## config.mk

```make
export PLATFORM = sky130hd
export DESIGN_NAME = scratchpad_dma_loader
export DESIGN_NICKNAME = d
export VERILOG_FILES = /design/src/rtl/scratchpad_dma_loader.sv
export SDC_FILE = /design/constraint.sdc
export NUM_CORES = 1
export LEC_CHECK = 0
export CAP_MARGIN = 10
export CORE_MARGIN = 5
export CORE_UTILIZATION = 40
export CTS_BUF_LIST = sky130_fd_sc_hd__clkbuf_16
export CTS_CLUSTER_SIZE = 28
export DETAILED_ROUTE_END_ITERATION = 7
export PLACE_DENSITY = 0.67
export SLEW_MARGIN = 10
export SYNTH_ARGS = -nofsm -noshare
export SYNTH_HDL_FRONTEND = slang
export SYNTH_SLANG_ARGS = --single-unit
```

## constraint.sdc

```tcl
create_clock -name clk -period 2.2 [get_ports clk]
set_input_delay 0.66 -clock clk [delete_from_list [all_inputs] [get_ports clk]]
set_output_delay 0.66 -clock clk [all_outputs]
set_load 0.005 [all_outputs]
```

## src/rtl/scratchpad_dma_loader.sv

```systemverilog
// Streaming loader that turns a 32-bit valid/ready/last stream into single-word
// scratchpad backdoor writes, in word mode or INT8 little-endian byte-pack mode.
module scratchpad_dma_loader #(
    parameter int unsigned DATA_WIDTH = 32,
    parameter int unsigned ADDR_WIDTH = 10
) (
    input  logic                  clk,
    input  logic                  rst,
    input  logic                  cfg_start,
    input  logic [ADDR_WIDTH-1:0] cfg_base_addr,
    input  logic [ADDR_WIDTH:0]   cfg_len,
    input  logic                  cfg_byte_mode,
    input  logic [DATA_WIDTH-1:0] s_tdata,
    input  logic                  s_tvalid,
    output logic                  s_tready,
    input  logic                  s_tlast,
    output logic                  host_mem_we,
    output logic [ADDR_WIDTH-1:0] host_mem_addr,
    output logic [DATA_WIDTH-1:0] host_mem_wdata,
    output logic                  busy,
    output logic                  done,
    output logic                  err,
    output logic [ADDR_WIDTH:0]   words_written
);

    localparam int unsigned CNT_WIDTH = ADDR_WIDTH + 1;

    typedef enum logic [1:0] {
        IDLE  = 2'd0,
        LOAD  = 2'd1,
        DRAIN = 2'd2,
        DONE  = 2'd3
    } state_t;

    state_t                state;
    logic [ADDR_WIDTH-1:0] base;
    logic [CNT_WIDTH-1:0]  len;
    logic                  byte_mode;
    logic [1:0]            idx;
    logic [DATA_WIDTH-1:0] pack;

    logic                  beat;
    logic                  full_word;
    logic                  word_ready;
    logic                  len_hit;
    logic [CNT_WIDTH-1:0]  next_count;
    logic [DATA_WIDTH-1:0] packed_word;

    // Beat decode: merged byte word (unfilled upper lanes stay zero) and length check
    always_comb begin
        beat        = s_tvalid && s_tready;
        packed_word = pack;
        packed_word[{idx, 3'b000} +: 8] = s_tdata[7:0];
        full_word   = !byte_mode || (idx == 2'd3);
        word_ready  = beat && (full_word || s_tlast);
        next_count  = words_written + CNT_WIDTH'(1);
        len_hit     = (next_count == len) && full_word;
    end

    always_ff @(posedge clk) begin
        if (rst) begin
            state          <= IDLE;
            base           <= '0;
            len            <= '0;
            byte_mode      <= 1'b0;
            idx            <= 2'd0;
            pack           <= '0;
            s_tready       <= 1'b0;
            host_mem_we    <= 1'b0;
            host_mem_addr  <= '0;
            host_mem_wdata <= '0;
            busy           <= 1'b0;
            done           <= 1'b0;
            err            <= 1'b0;
            words_written  <= '0;
        end else begin
            host_mem_we <= 1'b0;
            done        <= 1'b0;
            case (state)
                IDLE: begin
                    if (cfg_start) begin
                        base          <= cfg_base_addr;
                        len           <= cfg_len;
                        byte_mode     <= cfg_byte_mode;
                        idx           <= 2'd0;
                        pack          <= '0;
                        err           <= 1'b0;
                        words_written <= '0;
                        busy          <= 1'b1;
                        if (cfg_len == '0) begin
                            state    <= DONE;
                            done     <= 1'b1;
                            s_tready <= 1'b0;
                        end else begin
                            state    <= LOAD;
                            s_tready <= 1'b1;
                        end
                    end
                end
                LOAD: begin
                    if (word_ready) begin
                        host_mem_we    <= 1'b1;
                        host_mem_addr  <= base + words_written[ADDR_WIDTH-1:0];
                        host_mem_wdata <= byte_mode ? packed_word : s_tdata;
                        words_written  <= next_count;
                        idx            <= 2'd0;
                        pack           <= '0;
                        // s_tready follows the next state so no beat is taken in the closing slot
                        if (s_tlast) begin
                            state    <= DONE;
                            s_tready <= 1'b0;
                            err      <= !len_hit;
                        end else if (len_hit) begin
                            state <= DRAIN;
                            err   <= 1'b1;
                        end
                    end else if (beat) begin
                        pack <= packed_word;
                        idx  <= idx + 2'd1;
                    end
                end
                DRAIN: begin
                    if (beat && s_tlast) begin
                        state    <= DONE;
                        s_tready <= 1'b0;
                    end
                end
                DONE: begin
                    // Hold DONE until the pulse has been shown, so it trails the last write
                    s_tready <= 1'b0;
                    if (done) begin
                        state <= IDLE;
                        busy  <= 1'b0;
                    end else begin
                        done <= 1'b1;
                    end
                end
                default: begin
                    state    <= IDLE;
                    s_tready <= 1'b0;
                    busy     <= 1'b0;
                end
            endcase
        end
    end

endmodule
```

== After elaboration in Yosys (flattened, before gate mapping) ==
Index checks and enable logic that the tools add are counted.

* Bits in registers: 116
* Word-level logic and storage cells: 94
* Output and inout port bits: 58

* Reduce and logical (&&, ||, !) cells: 21
* Add/subtract/negate cells: 4
* Bitwise gates (word level): 1
* Eq/ne operators: 12
* Shift-type cells: 2
* Multiplexer cells: 40

{| class="wikitable"
|+ Operator list
! cell !! number
|-
| 32-bit 2-to-1 mux || 4
|-
| 32-bit case mux with 2 select lines || 1
|-
| 32-bit bitwise mux || 1
|-
| 8-bit by 7-bit variable shift with 32-bit output, first input constant || 1
|-
| 8-bit by 7-bit variable part select with 32-bit output || 1
|-
| 11-bit 2-to-1 mux || 2
|-
| 11-bit case mux with 2 select lines || 1
|-
| 2-bit 2-to-1 mux || 10
|-
| 1-bit 2-to-1 mux || 15
|-
| 11-bit by 1-bit adder with 11-bit output, second input constant || 1
|-
| 11-bit equality test || 1
|-
| 11-bit zero test || 1
|-
| 10-bit adder || 1
|-
| 2-bit != test, second input constant || 5
|-
| 3-bit AND reduction || 3
|-
| 2-bit case mux with 4 select lines || 1
|-
| 4-bit AND reduction || 2
|-
| 5-bit negation with 7-bit output || 1
|-
| 2-bit equality test, second input constant || 3
|-
| 3-bit != test, second input constant || 2
|-
| 1-bit case mux with 2 select lines || 3
|-
| 5-bit AND reduction || 1
|-
| 1-bit logical AND || 4
|-
| 1-bit case mux with 4 select lines || 1
|-
| 10 further kinds || 14
|}

== Logic depth before layout (Yosys ltp) ==
* Depth in word-level cells: 7
* Mapped depth: 9
* Gate-level depth less buffers: 9

== Worst setup path before layout ==
No wires, ideal clock.

* Path type: reg-to-reg
* Start: register words_written[0]
* End: register state[1]
* Cell stages (with the launch flop): 9
* Path buffers: 1
* Arrival time: 1.971 ns
* Required time: 2.079 ns
* Setup slack: 0.108 ns
* Cell sequence: dfxtp_1 -> ha_1 -> buf_4 -> nand3_4 -> nor4_4 -> xnor2_1 -> and4_4 -> a21o_1 -> mux2_4

* Longest elaborated chain between the ends: 5

{| class="wikitable"
|+ RTL lines
! what !! RTL line !! text
|-
| from (decl) || 23 || <nowiki>output logic [ADDR_WIDTH:0] words_written</nowiki>
|-
| from (signal assigned) || 105 || <nowiki>words_written <= next_count;</nowiki>
|-
| 11-bit by 1-bit adder with 11-bit output || 56 || <nowiki>next_count = words_written + CNT_WIDTH'(1);</nowiki>
|-
| 11-bit equality test || 57 || <nowiki>len_hit = (next_count == len) && full_word;</nowiki>
|-
| 1-bit logical AND || 57 ||
|-
| 3-bit != test (no line) || n/a ||
|-
| 5-bit AND reduction (no line) || n/a ||
|-
| to (signal assigned) || 62 || <nowiki>state <= IDLE;</nowiki>
|-
| to (signal assigned) || 91 || <nowiki>state <= DONE;</nowiki>
|-
| to (signal assigned) || 95 || <nowiki>state <= LOAD;</nowiki>
|-
| to (decl) || 35 || <nowiki>state_t state;</nowiki>
|}

Every way passes these cells.
A chain may end at the register's enable or synchronous reset.

== Worst setup path in the final report ==
* Start: register words_written[0]
* End: output port words_written[0]

No word-level cell between the ends.

==> run metrics <==
cell at the root of the clock tree=clkbuf_16; first-pass detailed-route iteration total=5; per-cell via count in the routed design=5.34; static leakage power=0.00309 uW; Initial Util=40.8%; Setup violations, final=0; crit path buf inv count=2; routed via count=5,896; DRC=0; Synth top area share=39.2%; switching power of the nets=2390 uW; number of cell instances on the worst register-to-register path=7; cell accounting for the most synthesized area=dfxtp_1; die boundary width=132 um; WHS Endpoint=base[7]; worst setup margin=0.0624 ns; DP Worst Slack=-0.386 ns; first-pass GRT wire length=28,000 um; start of the worst register-to-register path=words_written[0]; layout cells sized above 1=12.4%; initial antenna violation count=0; number of flops mapped to enable cells by yosys=0; clock period minus worst slack=2.14 ns; Max Freq=468 MHz; hold_ws=0.465 ns; destination of the worst register-to-register timing path=state[1]; count of buffers from port buffering=116; headroom to the max-slew limit=64.3%; final routed wirelength across all metal layers=17,300 um; number of flip-flops and latches in the synthesized netlist=116; measured slew at the worst slew-check pin=0.536 ns; type of the tightest min-delay check=register to register; CTS Buffer Depth=2; Clock Pin Slew Worst Setup and Hold Paths=0.05 ns; num ports=117; final core occ=56.0%; RD Place Congestion=0.832; CTS Hold Bufs=0; number of distinct library cells after synthesis=55; Crit Path Category=register to output pin; diodes inserted=0; insertion delay of the later-clocked pin in the worst-skew pair=0.42 ns; pin count of the biggest net entering global routing=52; arrival time reported for the critical path endpoint=1.48 ns; post-synthesis sequential area ratio=39.2%; register-to-register path setup slack=0.17 ns; Period Utilization, post-route=97.2%; critical-path cell list=buf_4 -> clkdlybuf4s50_1; DP Cell Count=1,071; Hold Crit Depth=2; Max H-tree Level=4; logic gate share of total power=30.6%; critical path's top delay family=buffers and inverters; CP max FO=8; Cell Count, Final, Fillers Out=1,105; remaining antenna violation count after routing=0; Mapped Avg Cell Area=7.65 sq um; cell count after synthesis=775; clk sinks=116; Area growth, synth to finish=37.3%; required time at the worst-slack endpoint=1.54 ns; maximum resistive drop on vdd=615 uV; outcome=completed; Worst Hold Launch=base[7]; count of pins over their slew limit=0; final HPWL from detailed placement=12,000 um; clock share of power=36.2%; worst setup skew after layout=0.00637 ns; overall track demand over capacity in global routing=19.6%; startpoint class of the critical path=register; cts bufs inserted=17; count of endpoints failing hold in the final timing report=0; synth top area cells=dfxtp_1 39%, a21oi_1 12%, nor2_1 7.9%; Die Y-Extent=132 um; power density cells=881 nW/um^2; number of cell rows=44; nets in the synthesized netlist=855; most frequently used flop master after synthesis=dfxtp_1; Critical Path Slowest Stage Cell=clkdlybuf4s50_1; biggest cell delay along the critical path=0.51 ns; via count of the first global-routing pass=5,542; fin nets=988; number of warning messages in the yosys log=0; share of power burned in registers=33.2%; maximum capacitance violations=0; switching power as a share of total power=33.4%; fraction of registers with async set or reset after synthesis=0%; area of the die=17,300 sq um; grt ovf=0; count of routing violations after the opening detailed-route iteration=351; core region area=14,500 sq um; Synth Cell Area=5930 sq um; setup repair after global routing missed its margin=false; TritonCTS clock tree=built; cell-internal power=4770 uW; CP Capture Type=output pin; WL per Instance=15.7 um
cells in the mapped netlist (5+ instances only):
master,n
buf_2,8
inv_1,11
o21a_1,7
and3_1,6
nor4_1,6
buf_1,8
ha_1,20
nor2b_1,36
dfxtp_1,116
nor3_1,45
nor2_1,124
xor2_1,8
nand3_1,9
a211oi_1,35
nand2b_1,5
xnor2_1,12
clkbuf_1,35
o21ai_1,11
a21oi_1,145
nand2_1,66
kinds of logic after synthesis:
family / count (synthesis) / share of synthesized area [%]
AO/OA/AOI/OAI: 221 / 21.3
flip-flops: 116 / 39.2
multiplexers: 3 / 0.591
AND/OR/NAND/NOR: 328 / 26.9
adder cells (fa/ha/maj): 21 / 4.56
XOR/XNOR: 20 / 2.96
buffers and inverters: 66 / 4.54
worst reg2reg max path, cell delays in order (launching register included):
cell and delay (ns):
dfxtp_1 0.36, ha_2 0.27, and3_1 0.20, nand4_1 0.18, xnor2_1 0.20, and4_4 0.26
a21o_1 0.16, mux2_4 0.30
worst max path at each step:
stage          depth (start not counted)  slack, ns                end             start
6_report                               2       0.06   words_written[0]  words_written[0]
5_1_grt                                2       0.01   words_written[0]  words_written[0]
4_1_cts                                1       0.03   words_written[7]  words_written[7]
3_5_place_dp                           7      -0.39  host_mem_wdata[6]           s_tlast
3_3_place_gp                           7      -0.33  host_mem_wdata[9]           s_tlast
2_1_floorplan                          8       0.11           state[1]  words_written[0]
cells in the final DEF (no fill, tap or decap), types with 4 or more instances in the layout:
cell / count
clkinv_2: 4
clkbuf_16: 17
nand3_1: 9
nand2b_1: 5
or3_1: 4
a211oi_1: 32
o21a_1: 7
nor4_1: 6
dfxtp_1: 106
buf_4: 50
inv_1: 14
o21ai_1: 10
and3_1: 6
a21oi_1: 145
nand2_1: 66
ha_1: 18
nor2b_1: 35
nor2_1: 124
o21ai_0: 4
nor3_1: 43
xnor2_1: 12
dfxtp_2: 10
xor2_1: 8
clkdlybuf4s50_1: 115
layout make-up:
type	count	area, sq um
timing repair buffer	168	1580
tap	184	230
fill	1400	6400
clock buffer	17	425
inverter	12	45.0
clock inverter	15	125
sequential	116	2330
multi-input combinational	593	3390
power groups by stage:
stage | logic (uW) | registers (uW) | clock network, uW
after floorplan | 1320 | 2390 | 0
after global placement | 2130 | 2420 | 0
after detailed placement | 2140 | 2420 | 0
after CTS | 2160 | 2380 | 2630
after global routing | 2410 | 2400 | 2730
final | 2190 | 2380 | 2590
metal layers:
| metal | global-route usage, % | wire [um] |
|---|---|---|
| met5 | 0 | 0 |
| met3 | 4.93 | 886 |
| met1 | 24.4 | 7580 |
| met4 | 5.94 | 294 |
| met2 | 33.2 | 8580 |
per-stage QoR:
step / instance area, sq um / TNS (ns) / total power (uW)
floorplan: 5930 / 0 / 3710
global placement: 7480 / -20.78 / 4550
detailed placement: 7480 / -22.33 / 4560
CTS: 8040 / 0 / 7170
global route: 8130 / 0 / 7540
finish: 8130 / 0 / 7160
what timing repair did:
action / in CTS / in global routing
setup buffers: 0 / 2
resized for setup: 4 / 23
setup endpoints to repair: 4 / 44
pin swaps: 0 / 3
registers in the layout (all words and copies together), names as in the netlist:
name / count
pack: 32
words_written: 11
done: 1
busy: 1
host_mem_wdata: 32
s_tready: 1
host_mem_addr: 10
byte_mode: 1
err: 1
base: 10
idx: 2
state: 2
len: 11
host_mem_we: 1
(Power assumes the default switching activity.)
